--- src/rtl/cam_reg_init_seq_if.sv ---
// ---------------------------------------------------------------------------
// cam_reg_init_seq_if
// Command/response bundle between the camera register-init sequencer and an
// SCCB write master. One write command is in flight at a time: the
// sequencer raises cmd_valid with cmd_addr/cmd_data until cmd_ready is seen.
// The SCCB master then ends that write with a one-cycle resp_valid pulse,
// with resp_nack showing whether the slave refused the write.
//
// Signals
//   cmd_valid   write request (sequencer -> SCCB master)
//   cmd_ready   command accepted (SCCB master -> sequencer)
//   cmd_addr    16-bit register address, stable while cmd_valid=1
//   cmd_data    8-bit register data, stable while cmd_valid=1
//   resp_valid  one-cycle end-of-write pulse
//   resp_nack   qualified by resp_valid, 1 = slave NACK
//
// Modports
//   master  the sequencer side (drives the command)
//   slave   the SCCB master side (drives ready and the response)
// ---------------------------------------------------------------------------
interface cam_reg_init_seq_if;
  logic        cmd_valid;
  logic        cmd_ready;
  logic [15:0] cmd_addr;
  logic [7:0]  cmd_data;
  logic        resp_valid;
  logic        resp_nack;

  modport master (
    output cmd_valid,
    output cmd_addr,
    output cmd_data,
    input  cmd_ready,
    input  resp_valid,
    input  resp_nack
  );

  modport slave (
    input  cmd_valid,
    input  cmd_addr,
    input  cmd_data,
    output cmd_ready,
    output resp_valid,
    output resp_nack
  );
endinterface

--- src/rtl/cam_reg_init_seq.sv ---
// ---------------------------------------------------------------------------
// cam_reg_init_seq
// Walks a camera register table held in a synchronous ROM. Each entry is
// written to the sensor through an SCCB master, one command at a time.
// An entry whose address is 16'hFFFF is not written. Instead, its data
// byte is a pause length in delay units.
//
// Optional feature (compile-time macro CAM_INIT_RETRY_EN):
//   defined   - a NACKed write is re-sent up to MAX_RETRY times before the
//               sequence aborts; the MAX_RETRY parameter and the retry
//               counter exist only in this build
//   undefined - any NACK aborts the sequence at once
//
// Parameters
//   TBL_LEN    number of table entries (indices 0..TBL_LEN-1)
//   DLY_UNIT   clk_50M cycles per delay unit
//   MAX_RETRY  re-sends per entry on NACK (CAM_INIT_RETRY_EN builds only)
//
// Ports
//   clk_50M     sole clock, rising edge
//   reset       asynchronous active-high reset
//   initial_en  level from the power-on sequencer; low aborts and rewinds
//   tbl_index   ROM read address
//   tbl_data    ROM data {reg_addr[15:0], reg_data[7:0]}, one cycle latency
//   cmd_bus     command/response bundle (master side)
//   init_done   whole table written successfully (held)
//   init_err    aborted on an unrecovered NACK (held)
//   err_index   index of the failing entry while init_err=1
// ---------------------------------------------------------------------------
module cam_reg_init_seq #(
  parameter logic [7:0]  TBL_LEN   = 8'd200,
  parameter logic [15:0] DLY_UNIT  = 16'd50000
`ifdef CAM_INIT_RETRY_EN
  ,
  parameter logic [1:0]  MAX_RETRY = 2'd3
`endif
) (
  input  logic                       clk_50M,
  input  logic                       reset,
  input  logic                       initial_en,
  output logic [7:0]                 tbl_index,
  input  logic [23:0]                tbl_data,
  cam_reg_init_seq_if.master         cmd_bus,
  output logic                       init_done,
  output logic                       init_err,
  output logic [7:0]                 err_index
);

  typedef enum logic [3:0] {
    ST_IDLE      = 4'd0,
    ST_FETCH     = 4'd1,
    ST_LATCH     = 4'd2,
    ST_SEND      = 4'd3,
    ST_WAIT_RESP = 4'd4,
    ST_DELAY     = 4'd5,
    ST_NEXT      = 4'd6,
    ST_DONE      = 4'd7,
    ST_ERROR     = 4'd8
  } state_t;

  localparam logic [15:0] DELAY_ADDR = 16'hFFFF;
  localparam logic [7:0]  LAST_INDEX = TBL_LEN - 8'd1;

  state_t      state_r,     state_s;
  logic [7:0]  index_r,     index_s;
  logic        cmd_valid_r, cmd_valid_s;
  logic [15:0] cmd_addr_r,  cmd_addr_s;
  logic [7:0]  cmd_data_r,  cmd_data_s;
  logic        done_r,      done_s;
  logic        err_r,       err_s;
  logic [7:0]  err_index_r, err_index_s;
  logic [23:0] dly_cnt_r,   dly_cnt_s;
  logic [23:0] dly_load_s;
`ifdef CAM_INIT_RETRY_EN
  logic [1:0]  retry_r,     retry_s;
`endif

  // Pause length of a delay entry; the 24-bit product cannot overflow for
  // an 8-bit count times the default 16-bit unit.
  assign dly_load_s = 24'(tbl_data[7:0]) * 24'(DLY_UNIT);

  // Next-state and next-output logic of the sequencer.
  always_comb begin
    state_s     = state_r;
    index_s     = index_r;
    cmd_valid_s = cmd_valid_r;
    cmd_addr_s  = cmd_addr_r;
    cmd_data_s  = cmd_data_r;
    done_s      = done_r;
    err_s       = err_r;
    err_index_s = err_index_r;
    dly_cnt_s   = dly_cnt_r;
`ifdef CAM_INIT_RETRY_EN
    retry_s     = retry_r;
`endif

    if (!initial_en) begin
      // Losing initial_en aborts from any state, even mid-handshake, and
      // rewinds to entry 0. err_index keeps its last failing entry.
      state_s     = ST_IDLE;
      index_s     = 8'd0;
      cmd_valid_s = 1'b0;
      done_s      = 1'b0;
      err_s       = 1'b0;
      dly_cnt_s   = 24'd0;
`ifdef CAM_INIT_RETRY_EN
      retry_s     = 2'd0;
`endif
    end else begin
      case (state_r)
        ST_IDLE: begin
          state_s = ST_FETCH;
          index_s = 8'd0;
        end

        // The ROM needs this cycle to present the entry for index_r.
        ST_FETCH: begin
          state_s = ST_LATCH;
        end

        ST_LATCH: begin
          cmd_addr_s = tbl_data[23:8];
          cmd_data_s = tbl_data[7:0];
`ifdef CAM_INIT_RETRY_EN
          retry_s    = 2'd0;
`endif
          if (tbl_data[23:8] == DELAY_ADDR) begin
            state_s   = ST_DELAY;
            dly_cnt_s = dly_load_s;
          end else begin
            state_s     = ST_SEND;
            cmd_valid_s = 1'b1;
          end
        end

        ST_SEND: begin
          if (cmd_valid_r && cmd_ready_s()) begin
            cmd_valid_s = 1'b0;
            state_s     = ST_WAIT_RESP;
          end else begin
            cmd_valid_s = 1'b1;
          end
        end

        // resp_nack has no meaning until resp_valid qualifies it.
        ST_WAIT_RESP: begin
          if (cmd_bus.resp_valid) begin
            if (!cmd_bus.resp_nack) begin
              state_s = ST_NEXT;
            end else begin
`ifdef CAM_INIT_RETRY_EN
              if (retry_r < MAX_RETRY) begin
                retry_s     = retry_r + 2'd1;
                state_s     = ST_SEND;
                cmd_valid_s = 1'b1;
              end else begin
                state_s     = ST_ERROR;
                err_s       = 1'b1;
                err_index_s = index_r;
              end
`else
              state_s     = ST_ERROR;
              err_s       = 1'b1;
              err_index_s = index_r;
`endif
            end
          end else begin
            state_s = ST_WAIT_RESP;
          end
        end

        // A count of N keeps the sequencer here for N cycles; a zero-length
        // pause leaves after a single cycle.
        ST_DELAY: begin
          if (dly_cnt_r <= 24'd1) begin
            dly_cnt_s = 24'd0;
            state_s   = ST_NEXT;
          end else begin
            dly_cnt_s = dly_cnt_r - 24'd1;
          end
        end

        ST_NEXT: begin
          if (index_r == LAST_INDEX) begin
            state_s = ST_DONE;
            done_s  = 1'b1;
          end else begin
            index_s = index_r + 8'd1;
            state_s = ST_FETCH;
          end
        end

        // Terminal until initial_en drops.
        ST_DONE: begin
          done_s = 1'b1;
        end

        ST_ERROR: begin
          err_s = 1'b1;
        end

        default: begin
          state_s     = ST_IDLE;
          index_s     = 8'd0;
          cmd_valid_s = 1'b0;
          done_s      = 1'b0;
          err_s       = 1'b0;
        end
      endcase
    end
  end

  // Accept test kept in one place so the SEND branch reads as a handshake.
  function automatic logic cmd_ready_s();
    return cmd_bus.cmd_ready;
  endfunction

  // State and output registers.
  always_ff @(posedge clk_50M or posedge reset) begin
    if (reset) begin
      state_r     <= ST_IDLE;
      index_r     <= 8'd0;
      cmd_valid_r <= 1'b0;
      cmd_addr_r  <= 16'd0;
      cmd_data_r  <= 8'd0;
      done_r      <= 1'b0;
      err_r       <= 1'b0;
      err_index_r <= 8'd0;
      dly_cnt_r   <= 24'd0;
`ifdef CAM_INIT_RETRY_EN
      retry_r     <= 2'd0;
`endif
    end else begin
      state_r     <= state_s;
      index_r     <= index_s;
      cmd_valid_r <= cmd_valid_s;
      cmd_addr_r  <= cmd_addr_s;
      cmd_data_r  <= cmd_data_s;
      done_r      <= done_s;
      err_r       <= err_s;
      err_index_r <= err_index_s;
      dly_cnt_r   <= dly_cnt_s;
`ifdef CAM_INIT_RETRY_EN
      retry_r     <= retry_s;
`endif
    end
  end

  assign tbl_index         = index_r;
  assign cmd_bus.cmd_valid = cmd_valid_r;
  assign cmd_bus.cmd_addr  = cmd_addr_r;
  assign cmd_bus.cmd_data  = cmd_data_r;
  assign init_done         = done_r;
  assign init_err          = err_r;
  assign err_index         = err_index_r;

endmodule

--- src/flat_wrapper.sv ---
// flat-port wrapper written by rule: the top's interface ports become plain ports
module cam_reg_init_seq_flat 
#(
  parameter logic [7:0]  TBL_LEN   = 8'd200,
  parameter logic [15:0] DLY_UNIT  = 16'd50000

)
  (clk_50M, reset, initial_en, tbl_index, tbl_data, init_done, init_err, err_index, cmd_bus_cmd_valid, cmd_bus_cmd_addr, cmd_bus_cmd_data, cmd_bus_cmd_ready, cmd_bus_resp_valid, cmd_bus_resp_nack);
  cam_reg_init_seq_if cmd_bus_i ();
  input  logic clk_50M;
  input  logic reset;
  input  logic initial_en;
  output logic [7:0] tbl_index;
  input  logic [23:0] tbl_data;
  output logic init_done;
  output logic init_err;
  output logic [7:0] err_index;
  output wire logic [$bits(cmd_bus_i.cmd_valid)-1:0] cmd_bus_cmd_valid;
  output wire logic [$bits(cmd_bus_i.cmd_addr)-1:0] cmd_bus_cmd_addr;
  output wire logic [$bits(cmd_bus_i.cmd_data)-1:0] cmd_bus_cmd_data;
  input wire logic [$bits(cmd_bus_i.cmd_ready)-1:0] cmd_bus_cmd_ready;
  input wire logic [$bits(cmd_bus_i.resp_valid)-1:0] cmd_bus_resp_valid;
  input wire logic [$bits(cmd_bus_i.resp_nack)-1:0] cmd_bus_resp_nack;
  assign cmd_bus_cmd_valid = cmd_bus_i.cmd_valid;
  assign cmd_bus_cmd_addr = cmd_bus_i.cmd_addr;
  assign cmd_bus_cmd_data = cmd_bus_i.cmd_data;
  assign cmd_bus_i.cmd_ready = cmd_bus_cmd_ready;
  assign cmd_bus_i.resp_valid = cmd_bus_resp_valid;
  assign cmd_bus_i.resp_nack = cmd_bus_resp_nack;
  cam_reg_init_seq #(.TBL_LEN(TBL_LEN), .DLY_UNIT(DLY_UNIT)) u_core (.clk_50M(clk_50M), .reset(reset), .initial_en(initial_en), .tbl_index(tbl_index), .tbl_data(tbl_data), .cmd_bus(cmd_bus_i), .init_done(init_done), .init_err(init_err), .err_index(err_index));
endmodule
--- config.mk ---
export PLATFORM = sky130hd
export DESIGN_NAME = cam_reg_init_seq_flat
export DESIGN_NICKNAME = d
export VERILOG_FILES = /design/src/rtl/cam_reg_init_seq_if.sv /design/src/rtl/cam_reg_init_seq.sv /design/src/flat_wrapper.sv
export SDC_FILE = /design/constraint.sdc
export NUM_CORES = 1
export LEC_CHECK = 0
export BUFFER_PORTS_ARGS = -buffer_cell sky130_fd_sc_hd__buf_2
export CAP_MARGIN = 20
export CORE_AREA = 2 2 70 138
export CTS_CLUSTER_DIAMETER = 100
export DETAILED_ROUTE_END_ITERATION = 8
export DIE_AREA = 0 0 72 140
export PLACE_DENSITY = 0.78
export SLEW_MARGIN = 10
export SYNTH_ARGS = -nofsm -noshare
export SYNTH_HDL_FRONTEND = slang
export SYNTH_SLANG_ARGS = --single-unit
--- constraint.sdc ---
create_clock -name clk_50M -period 2.43 [get_ports clk_50M]
set_input_delay 0.486 -clock clk_50M [delete_from_list [all_inputs] [get_ports clk_50M]]
set_output_delay 0.486 -clock clk_50M [all_outputs]
set_load 0.1 [all_outputs]
Yosys cells after proc, flatten, opt, wreduce, memory -nomap -nowiden
Cells that the tools add are included.
{"block": "op_classes", "div_mod_pow": 0, "bitwise_logic": 0, "n_reduce_logical": 15, "n_eq_ne": 24, "n_mux": 26, "shift": 0, "n_mul": 1, "n_addsub": 2, "n_lt_le_gt_ge": 1}
{"op": "$mux W24", "n": 3}
{"op": "$pmux W24 S2", "n": 1}
{"op": "$pmux W4 S8", "n": 1}
{"op": "$reduce_or A7 Y1", "n": 4}
{"op": "$le A24 B1 Y1 const B", "n": 1}
{"op": "$sub A24 B1 Y24 const B", "n": 1}
{"op": "$mul A8 B12 Y20 const B", "n": 1}
{"op": "$mux W4", "n": 5}
{"op": "$eq A16 B16 Y1 const B", "n": 1}
{"op": "$eq A4 B3 Y1 const B", "n": 4}
{"op": "$mux W8", "n": 2}
{"op": "$pmux W8 S2", "n": 1}
{"op": "$ne A3 B2 Y1 const B", "n": 4}
{"op": "$ne A3 B3 Y1 const B", "n": 4}
{"op": "$ne A2 B2 Y1 const B", "n": 5}
{"op": "$reduce_and A2 Y1", "n": 5}
{"op": "$pmux W1 S3", "n": 3}
{"op": "$add A8 B1 Y8 const B", "n": 1}
{"op": "$eq A4 B2 Y1 const B", "n": 2}
{"op": "$eq A8 B8 Y1 const B", "n": 1}
{"op": "$mux W1", "n": 8}
{"op": "$mux W3", "n": 2}
{"op": "$reduce_and A3 Y1", "n": 2}
{"op": "$eq A4 B1 Y1 const B", "n": 1}
{"op": "other kinds (6)", "n": 6}
{"block": "word_totals", "reg_bits": 71, "latch_bits": 0, "word_cells": 78, "ram_bits": 0, "romBits": 0, "n_memories": 0, "inputBits": 30}

Longest topological paths before layout
{"block": "logic_depth", "ltp_word": 4, "ltp_mapped": 13, "ltp_nobuf": 13}

Least setup slack after synthesis
Ideal clock, no wire load.
{"block": "synth_path", "kind": "input to register", "from": "input port tbl_data[2]", "to": "register u_core.dly_cnt_r[22]", "slack_ns": -1.163, "path_buffers": 0, "stages": 13, "setup_ns": 0.136, "required_ns": 2.294, "arrival_time_ns": 3.457, "cell_sequence": "ha_1 ha_1 inv_1 fa_1 inv_1 fa_1 ha_1 a211oi_1 o211ai_1 o21ai_0 o31ai_1 xnor2_1 o211ai_1"}
{"block": "synth_between", "elab_chain_len": 4}
{"element": "start: declaration", "line": "flat_wrapper.sv:14", "rtl": "input logic [23:0] tbl_data;"}
{"element": "$mul A8 B12 Y20", "line": "cam_reg_init_seq.sv:80", "rtl": "assign dly_load_s = 24'(tbl_data[7:0]) * 24'(DLY_UNIT);"}
{"element": "$mux W24", "line": "cam_reg_init_seq.sv:127", "rtl": "if (tbl_data[23:8] == DELAY_ADDR) begin"}
{"element": "$pmux W24 S2", "line": "cam_reg_init_seq.sv:110", "rtl": "case (state_r)"}
{"element": "$mux W24", "line": "cam_reg_init_seq.sv:97", "rtl": "if (!initial_en) begin"}
{"element": "end signal: assignment", "line": "cam_reg_init_seq.sv:242", "rtl": "dly_cnt_r <= dly_cnt_s;"}
{"element": "end: declaration", "line": "cam_reg_init_seq.sv:72", "rtl": "logic [23:0] dly_cnt_r, dly_cnt_s;"}
Every way passes these cells. The select of a mux whose other input is x is not followed.
A chain may end at the register's enable or synchronous reset.

Final worst setup path
{"block": "layout_path", "from": "input port tbl_data[2]", "to": "register u_core.dly_cnt_r[17]"}
The elaborated chain is that of the path after synthesis.

==> results_dict.tcl <==
set metrics [dict create \
    switchingPower_uw 3760 \
    setup-violations-final 14 \
    netlist-cell-type-count 57 \
    yosysTopAreaCell "dfrtp_1" \
    n_antenna_cell 0 \
    first_pass_iters 6 \
    register_area_sq_um 1780 \
    finalInstanceArea_sq_um 7250 \
    netlist_instances 580 \
    hold_class "in -> async" \
    place_congestion 0.960 \
    initial_core_util_pct 57.9 \
    failed_checks "negative setup slack" \
    clk_pin_slew_ns 0.06 \
    avgSynthCellArea_sq_um 8.99 \
    startpoint_type "primary input" \
    pwr-share-comb_pct 62.0 \
    dieArea_sq_um 10100 \
    place_area_sq_um 6610 \
    final_cell_mix "buf_4, nand2_1, buf_2, dfrtp_1, ha_1" \
    drt_iter0_drc 452 \
    cp_data_arrival_time_ns 3.60 \
    status "finished with violations" \
    rows 49 \
    power.density_nw_per_um2 1020 \
    slew_violations 0 \
    io_pins 73 \
    reg2reg_from "u_core.tbl_index[0]" \
    die_w_um 72 \
    p_leak_uw 0.00352 \
    max_freq_ghz 0.296 \
    yosys_warnings 0 \
    cpPeakStageDelay_ns 0.58 \
    r2r_slack_ns 0.17 \
    fin_util_pct 80.4 \
    cap_violations 0 \
    rr_endpoint "u_core.state_r[2]" \
    clk_latency_ns 0.34 \
    die_h_um 140 \
    wl_per_cell_um 20.9 \
    peakVddDrop_uv 736 \
    critPathCaptureType "register" \
    layout_commonest_cell "buf_4" \
    clockPowerShare_pct 17.2 \
    vias_per_cell 6.39 \
    yosysTopAreaCellShare_pct 34.1 \
    crit_slowest_cell "fa_2" \
    final_hold_viol_count 0 \
    grt_pass1_wl_um 27900 \
    crit_chain "buf_8 -> ha_4 -> ha_4 -> inv_2 -> fa_1 -> inv_1 -> fa_2 -> ha_4 -> buf_4 -> nand3_4 -> o22ai_4 -> o311ai_1 -> nand2_1 -> xor2_1 -> a221o_1" \
    vias 5486 \
    dp_hpwl_um 13000 \
    crit_path_max_fanout 4 \
    area_growth_pct 39.0 \
    timing_worst_setup_path_type "in -> reg" \
    pre_cts_slack_ns -1.32 \
    grt.total_usage_pct 35.9 \
    fin_skew_ns 0.00441 \
    multi_input_area_sq_um 3660 \
    path_common_cell "ha_4" \
    synthArstFlopShare_pct 100 \
    swShare_pct 51.0 \
    cts.sinks 71 \
    h-tree-depth 3 \
    synth-edff-count 0 \
    finalSetupTns_ns -11.33 \
    fin_crit_sh_pct 139 \
    slew_headroom_pct 59.0 \
    fin_crit_ns 3.38 \
    drive_gt1_share_pct 37.2 \
    ys.flop_type "dfrtp_1" \
    ctsHoldBuffers 0 \
    clk_path_buf_depth 2 \
    p_seq_share_pct 20.7 \
    cts-root-buf "clkbuf_16" \
    reg2reg_depth 7 \
    synth-seq-area-share_pct 34.1 \
    setup_slack_ns -0.953 \
    core_sq_um 9010 \
    drc 0 \
    antenna_found_initial 0 \
    yosys-top-cells-area "dfrtp_1, ha_1, nand2_1" \
    drtAntennaViolNets 0 \
    mappedNetlistNets 678 \
    p_int_uw 3600 \
    cts_tree "yes" \
    worstMarginPinSlew_ns 0.610 \
    required_ns 2.65 \
    cts_inserted_buffers 9 \
    nNetsFinal 849 \
    routed_wl_um 18000 \
    syn_area_sq_um 5220 \
    port_buffers 72 \
    grt_overflow 0 \
    grt_max_degree 36 \
    grt_pass1_vias 5674 \
    ys_ff_latch 71 \
    rsz0062_at_grt "yes" \
    nFillCells 556 \
]
==> routing by layer <==
metal | vias to the layer above | global-route usage, % | wire length (um)
li1 | 2453 | - | -
met1 | 2638 | 33.5 | 5590
met2 | 285 | 67.7 | 10200
met3 | 110 | 5.18 | 817
met4 | 0 | 25.4 | 1370
met5 | - | 0 | 0
==> sequential cells by signal, summed over array words and instances, names as in the netlist <==
register and count:
u_core.cmd_bus.cmd_addr 16, u_core.err_index 8, u_core.tbl_index 8, u_core.init_done 1, u_core.dly_cnt_r 24, u_core.cmd_bus.cmd_data 8
u_core.state_r 4, u_core.cmd_bus.cmd_valid 1, u_core.init_err 1
==> layout make-up <==
cell class / instances / share of cell area, %
clock buffers: 9 / 3.11
clock inverters: 7 / 0.846
inverters: 26 / 1.55
multi-input cells: 460 / 50.6
flip-flops and latches: 71 / 24.6
well taps: 102 / 1.76
repair buffers: 183 / 17.6
==> worst max-delay path: cells and delay by family <==
kind	cells	cell delay (ns)
fa+ha+maj	5	1.80
compound gates	3	0.63
buf+inv	4	0.35
simple gates	2	0.18
xor+xnor	1	0.15
==> per-stage QoR <==
| step | std cells | total power, uW | hold WS (ns) |
|---|---|---|---|
| global route | 858 | 7660 | 0.112 |
| finish | 858 | 7360 | 0.0997 |
| CTS | 851 | 7090 | 0.102 |
| detailed placement | 827 | 5570 | 0.458 |
| floorplan | 580 | 4440 | 0.449 |
| global placement | 827 | 5480 | 0.452 |
==> Yosys cell counts, types with 2 or more instances <==
master,n
o22ai_1,12
nor2b_1,4
nand4_1,11
nor4_1,8
clkbuf_1,16
o21ai_0,41
xor2_1,5
mux2i_1,4
inv_1,26
o21a_1,6
o21bai_1,2
nand3_1,16
xnor2_1,14
a21oi_1,33
a211oi_1,4
o211a_1,3
ha_1,56
o31ai_1,7
nand2_1,80
a21o_1,4
mux2_2,14
a221o_1,2
o21ai_1,2
or4_1,2
nand2b_1,6
or3_1,7
o311ai_0,2
nor4_2,2
or2_2,3
a31oi_1,3
nor3_1,17
o211ai_1,7
and3_1,4
nor2_1,40
a2111oi_0,4
dfrtp_1,71
o2111ai_1,2
o311a_1,5
buf_2,5
fa_1,12
a22oi_1,2
==> worst max path at each step <==
stage | start | end | slack (ns) | cells past startpoint
floorplan | tbl_data[4] | u_core.dly_cnt_r[17] | -0.86 | 13
global placement | tbl_data[4] | u_core.dly_cnt_r[19] | -1.23 | 14
detailed placement | tbl_data[4] | u_core.dly_cnt_r[19] | -1.32 | 14
CTS | tbl_data[2] | u_core.dly_cnt_r[22] | -0.95 | 14
global route | tbl_data[3] | u_core.dly_cnt_r[18] | -0.99 | 13
finish | tbl_data[2] | u_core.dly_cnt_r[17] | -0.95 | 15
==> what timing repair did <==
action                     in CTS  in global routing
setup endpoints to repair      14                 14
buffers inserted                8                  7
pin swaps                      30                 23
gates resized for setup        36                 18
==> logic make-up (layout without fill, tap and decap cells) <==
kind of cell               Yosys count  in the layout  synth area share, %
AOI/OAI and AO/OA                  148            148                 18.5
adders and majority gates           68             68                 18.0
muxes                               18             18                 3.79
xor gates and xnor gates            19             19                 3.19
and+or+nand+nor                    207            207                 18.8
DFF                                 71             71                 34.1
buffers and inverters               49            225                 3.67
==> power by group through the flow <==
| stage | registers (uW) | clock network [uW] | logic [uW] |
|---|---|---|---|
| 2_1_floorplan | 2930 | 0 | 1510 |
| 3_3_place_gp | 1520 | 0 | 3970 |
| 3_5_place_dp | 1530 | 0 | 4040 |
| 4_1_cts | 1510 | 1270 | 4300 |
| 5_1_grt | 1550 | 1330 | 4790 |
| 6_report | 1520 | 1270 | 4570 |
Power figures use the tool's default switching activity.
